File: src/rtl/dpsk_word_sched_pkg.sv
// Shared definitions for the DPSK word scheduler: word width, frame
// length default and FSM state encoding.
package dpsk_word_sched_pkg;

  localparam int DPSK_WORD_W      = 12;
  localparam int DPSK_FRAME_WORDS = 8;

  typedef enum logic {
    IDLE = 1'b0,
    BUSY = 1'b1
  } sched_state_e;

endpackage

File: src/rtl/dpsk_word_sched_rr_arb2.sv
// Two-way round-robin arbiter: one-hot grant from a pair of valids and a
// priority pointer (ptr_i selects the winner only under contention).
module rr_arb2 (
  input  logic [1:0] valid_i,
  input  logic       ptr_i,
  output logic [1:0] grant_o
);

  always_comb begin
    grant_o = 2'b00;
    if (valid_i == 2'b11) begin
      grant_o = ptr_i ? 2'b10 : 2'b01;
    end else begin
      grant_o = valid_i;
    end
  end

endmodule

File: src/rtl/dpsk_word_sched.sv
// Shares one 12-bit serial DPSK encoder between two word sources: grants,
// sequences the bit periods, tags bits, counts frames and checks result_out.
module dpsk_word_sched
  import dpsk_word_sched_pkg::*;
#(
  parameter int WORD_W      = DPSK_WORD_W,
  parameter int FRAME_WORDS = DPSK_FRAME_WORDS,
  parameter int CNT_W       = 4
) (
  input  logic              clk,
  input  logic              rst,
  input  logic              en,
  input  logic [1:0]        req_valid,
  input  logic [WORD_W-1:0] req_word0,
  input  logic [WORD_W-1:0] req_word1,
  output logic [1:0]        req_ready,
  output logic              enc_start,
  output logic [WORD_W-1:0] enc_word,
  input  logic              enc_result_out,
  output logic              bit_valid,
  output logic              bit_src,
  output logic              bit_last,
  output logic              busy,
  output logic              frame_done,
  output logic              err
);

  sched_state_e     state_q, state_d;
  logic [CNT_W-1:0] bit_cnt_q, bit_cnt_d;
  logic             rr_ptr_q, rr_ptr_d;
  logic [7:0]       word_cnt_q, word_cnt_d;
  logic             cur_src_q, cur_src_d;
  logic             err_q, err_d;

  logic [1:0] arb_valid;
  logic [1:0] grant;
  logic       issue;
  logic       grant_src;
  logic       in_busy;

  // Requests are only visible to the arbiter while idle, enabled and out of reset.
  assign arb_valid = (state_q == IDLE && en && !rst) ? req_valid : 2'b00;

  rr_arb2 u_arb (
    .valid_i (arb_valid),
    .ptr_i   (rr_ptr_q),
    .grant_o (grant)
  );

  assign issue     = |grant;
  assign grant_src = grant[1];
  assign in_busy   = (state_q == BUSY);

  assign req_ready  = grant;
  assign enc_start  = issue;
  assign enc_word   = issue ? (grant_src ? req_word1 : req_word0) : '0;
  assign bit_valid  = issue | in_busy;
  assign bit_src    = issue ? grant_src : (in_busy & cur_src_q);
  assign busy       = in_busy;
  assign bit_last   = in_busy && (bit_cnt_q == '0);
  assign frame_done = bit_last && (word_cnt_q == 8'(FRAME_WORDS - 1));
  assign err        = err_q;

  always_comb begin
    state_d    = state_q;
    bit_cnt_d  = bit_cnt_q;
    rr_ptr_d   = rr_ptr_q;
    word_cnt_d = word_cnt_q;
    cur_src_d  = cur_src_q;
    err_d      = err_q | (enc_result_out != bit_valid);

    if (issue) begin
      cur_src_d = grant_src;
      rr_ptr_d  = ~grant_src;
      bit_cnt_d = CNT_W'(WORD_W - 2);
      state_d   = BUSY;
    end else if (in_busy) begin
      if (bit_cnt_q == '0) begin
        state_d = IDLE;
      end else begin
        bit_cnt_d = bit_cnt_q - CNT_W'(1);
      end
    end

    if (bit_last) begin
      word_cnt_d = frame_done ? 8'd0 : word_cnt_q + 8'd1;
    end
  end

  always_ff @(posedge clk) begin
    if (rst) begin
      state_q    <= IDLE;
      bit_cnt_q  <= '0;
      rr_ptr_q   <= 1'b0;
      word_cnt_q <= 8'd0;
      cur_src_q  <= 1'b0;
      err_q      <= 1'b0;
    end else begin
      state_q    <= state_d;
      bit_cnt_q  <= bit_cnt_d;
      rr_ptr_q   <= rr_ptr_d;
      word_cnt_q <= word_cnt_d;
      cur_src_q  <= cur_src_d;
      err_q      <= err_d;
    end
  end

endmodule

File: config.mk
export PLATFORM = sky130hd
export DESIGN_NAME = dpsk_word_sched
export DESIGN_NICKNAME = d
export VERILOG_FILES = /design/src/rtl/dpsk_word_sched_pkg.sv /design/src/rtl/dpsk_word_sched_rr_arb2.sv /design/src/rtl/dpsk_word_sched.sv
export SDC_FILE = /design/constraint.sdc
export NUM_CORES = 1
export LEC_CHECK = 0
export CAP_MARGIN = 10
export CORE_MARGIN = 2
export CORE_UTILIZATION = 35
export DETAILED_ROUTE_END_ITERATION = 10
export HOLD_SLACK_MARGIN = 0.08
export PLACE_DENSITY_LB_ADDON = 0.25
export SETUP_SLACK_MARGIN = 0.02
export SLEW_MARGIN = 20
export SYNTH_ARGS = -nofsm -noshare
export SYNTH_HDL_FRONTEND = slang
export SYNTH_SLANG_ARGS = --single-unit
export TNS_END_PERCENT = 30
File: constraint.sdc
create_clock -name clk -period 1.5 [get_ports clk]
set_input_delay 0.225 -clock clk [delete_from_list [all_inputs] [get_ports clk]]
set_output_delay 0.225 -clock clk [all_outputs]
set_load 0.1 [all_outputs]
==> flow_summary_export.csv, run 1 <==
group,metric,value,unit
sta,hold_viol_final,0,
power_and_ir_drop,p_sw_share,37.95,%
die,dieWidth,57.51,um
sta,hold_slack,0.5057,ns
synth,synth_area,1002,um2
setup_path,start_kind,"register",
synth,synthAdderAreaFrac,3.745,%
power_and_ir_drop,seqPwrFrac,30.7,%
synth,ys_warn_count,0,
sta,finalCriticalPeriod,1.992,ns
detailed_routing,wirelength,4766,um
global_routing,grt_first_pass_wirelength,6941,um
die,die_area,3307,um2
run,cap_violations,0,
die,die_h,57.51,um
cells_and_area,layout_common_cells,"buf_4 (30), clkdlybuf4s50_1 (27), buf_12 (24)",
synth,synthXorXnorAreaFrac,1.748,%
clock_network,clk_latency,0.30,ns
die,start_util,36.66,%
setup_path,worstPathMaxFanout,2,
outcome,status,"finished, violations left",
global_routing,antenna_found_initial,0,
clock_network,clk_path_buf_depth,2,
sta,max_freq,0.5021,GHz
synth,synth_compound_area_share,29.34,%
cells_and_area,nFillCells,131,
clock_network,cts_buffers,3,
setup_path,critPathSlowestCell,"or4_4",
setup_path,crit_path_end_kind,"output pin",
global_routing,grt_start_max_net_pins,12,
synth,synthSimpleGateAreaFrac,26.72,%
power_and_ir_drop,power.share.clock,19.5,%
synth,synth_top_family_by_area,"compound AO/OA/AOI/OAI gates",
setup_path,max_stage_delay,0.55,ns
synth,seq_area_frac_synth,31.96,%
die,core,2734,um2
synth,synthTopCellsByArea,"dfxtp_1 (32%), a22o_1 (9.6%), a21oi_1 (5.5%)",
detailed_routing,avgViaCountPerCell,5.640,
power_and_ir_drop,p_leak,0.0009714,uW
sta,tightest_slew,0.4149,ns
global_routing,grt_pass1_vias,1378,
sta,fin_crit_sh,132.8,%
synth,syn_nets,151,
clock_network,clock_sinks,16,
clock_network,ctsHtreeMaxLevel,1,
detailed_routing,drc,0,
synth,syn_area_per_cell,8.493,um2
power_and_ir_drop,combPwrFrac,49.8,%
synth,yosysTopAreaCellShare,31.96,%
clock_network,cts_tree,"done",
setup_path,cp.arrival,1.77,ns
clock_network,cts_hold_buf,0,
power_and_ir_drop,switchingPower,577.6,uW
setup_path,critPathRequiredTime,1.27,ns
global_routing,use_met3,4.308,%
global_routing,grtUsageMet1,31.48,%
sta,relSlewSlack,71.62,%
synth,synth_mux_area_share,0,%
clock_network,clkTransAtPathRegs,0.09,ns
power_and_ir_drop,cellPowerDensity,641.9,nW/um2
synth,yosysTopAreaCell,"dfxtp_1",
global_routing,grt_use_total,27.54,%
detailed_routing,wl_per_cell,19.94,um
hold_path,hp-class,"in -> reg",
setup_path,critPathKind,"reg -> out",
cells_and_area,layout-drive-gt1-share,51.92,%
synth,synthCells,118,
cells_and_area,synthToLayoutAreaGrowth,136.6,%
setup_path,rr_worst_depth,8,
sta,fin_ws,-0.4916,ns
power_and_ir_drop,ir_drop,0.7371,mV
sta,rsz0062_at_grt,"true",
sta,finalSetupViolations,27,
hold_path,hold_path_depth,3,
outcome,violations,"setup timing",
die,top_level_ports,51,
synth,ys_ff_latch,16,
placed_design,portBuffers,50,
cells_and_area,insertedDiodeCount,0,
detailed_routing,ant_nets,0,
placed_design,post-place-ws,-0.4406,ns
die,rows,19,
power_and_ir_drop,p_int,944.4,uW
sta,finalMaxSlewViolations,0,
global_routing,top_usage_layer,"met2",
placed_design,place_congestion,0.8564,
global_routing,overflow,0,
cells_and_area,final_nets,242,
detailed_routing,first_iter_violations,70,
global_routing,grt_util_met2,50.00,%
placed_design,dpl.hpwl,2844,um
synth,synth_cell_types,39,
sta,fin_skew,0.005521,ns
cells_and_area,layout_commonest_cell,"buf_4",
setup_path,path_cells,"or4_4 -> nor4_4 -> buf_12",
detailed_routing,drtPass1Iterations,4,
detailed_routing,vias,1348,
clock_network,root_buffer,"clkbuf_4",
-- logic make-up (layout without fill, tap and decap cells) --
logic type / Yosys count / count (layout)
flip-flops: 16 / 16
buffers and inverters: 16 / 106
XOR/XNOR: 2 / 2
adder cells (fa/ha/maj): 3 / 3
AO/OA/AOI/OAI: 39 / 39
AND/OR/NAND/NOR: 42 / 42
-- cell usage after synthesis --
cell and instances:
nand4bb_1 1, o41ai_4 1, a22o_1 11, inv_2 1
nand3_1 5, or2_2 1, a31o_2 2, nor3b_2 1
nor4_1 1, ha_1 3, dfxtp_1 16, o21ai_0 3
nor3b_1 1, nor3_1 2, or3b_1 2, a311o_1 1
or3_1 2, o41ai_1 1, or4b_1 2, buf_2 4
nor2_1 3, o31ai_1 4, xnor2_1 1, inv_1 9
nand2_1 9, a21oi_1 11, nand4_1 2, clkbuf_1 2
a2111oi_0 1, nor4b_1 1, or4_1 4, or4_4 1
a21o_1 1, xor2_1 1, o21ai_1 2, o211ai_1 1
nor4_2 1, nand2b_1 2, and3_1 1
-- through the flow --
stage                     instance area [um2]  total power, uW  setup TNS (ns)  util (%)  instances
after floorplan                          1156            835.2          -6.620         -        118
after global placement                   2091             1117          -7.488     76.48        222
after detailed placement                 2091             1132          -8.623     76.48        222
after CTS                                2255             1460          -7.285     82.47        235
after global routing                     2371             1571          -10.90     86.73        239
final                                    2371             1522          -9.115     86.73        239
-- flip-flops by register name, indices dropped and copies added (netlist names) --
register / cells
word_cnt_q: 8
bit_cnt_q: 4
busy: 1
cur_src_q: 1
err: 1
rr_ptr_q: 1
-- final cells by class --
class                      count  area (um2)  share of cell area [%]
multi-input combinational     86       814.5                   34.35
sequential                    16       330.3                   13.93
tap                           31       38.79                   1.636
inverter                      10       42.54                   1.794
clock buffer                   4       36.28                   1.530
timing repair buffer          92        1109                   46.75
-- power groups by stage --
stage	Sequential, uW	Combinational (uW)	Clock [uW]
global route	469	783	318
floorplan	502	334	0
CTS	462	704	294
finish	467	759	297
global placement	469	648	0
detailed placement	471	662	0
-- per-layer routing --
metal / vias to the layer above / part of all wire, % / wire (um)
met5: - / 0 / 0
met4: 0 / 3.9 / 185
met3: 14 / 4.0 / 189
met2: 50 / 55 / 2598
met1: 652 / 38 / 1792
li1: 632 / - / -
-- worst paths after layout --
check	slack, ns	start	endpoint
hold reg to reg	0.51	word_cnt_q[1]	word_cnt_q[1]
setup / recovery	-0.49	word_cnt_q[5]	frame_done
setup reg to reg	-0.30	bit_cnt_q[1]	word_cnt_q[5]
hold / removal	0.51	rst	word_cnt_q[4]
-- repair_timing --
action,4_1_cts,5_1_grt
buffers inserted,9,3
setup endpoints to repair,29,32
gates resized for setup,17,16
cloned,0,1
pin swaps,24,10
-- critical path, delay by kind of cell (launching register included) --
kind / cells / cell delay, ns
AND/OR/NAND/NOR: 2 / 0.91
flip-flops: 1 / 0.33
buffers and inverters: 1 / 0.22
Power figures use the tool's default switching activity.
==> run 2: changes to the inputs <==
Settings changed: CAP_MARGIN 10 to 20.
==> results of run 2 <==
Final layout, timing and power as in run 1 (identical DEF).
==> run 3: changes to the inputs <==
Settings changed: SLEW_MARGIN 20 to not set.
==> results of run 3 <==
Final layout, timing and power as in run 1 (identical DEF).
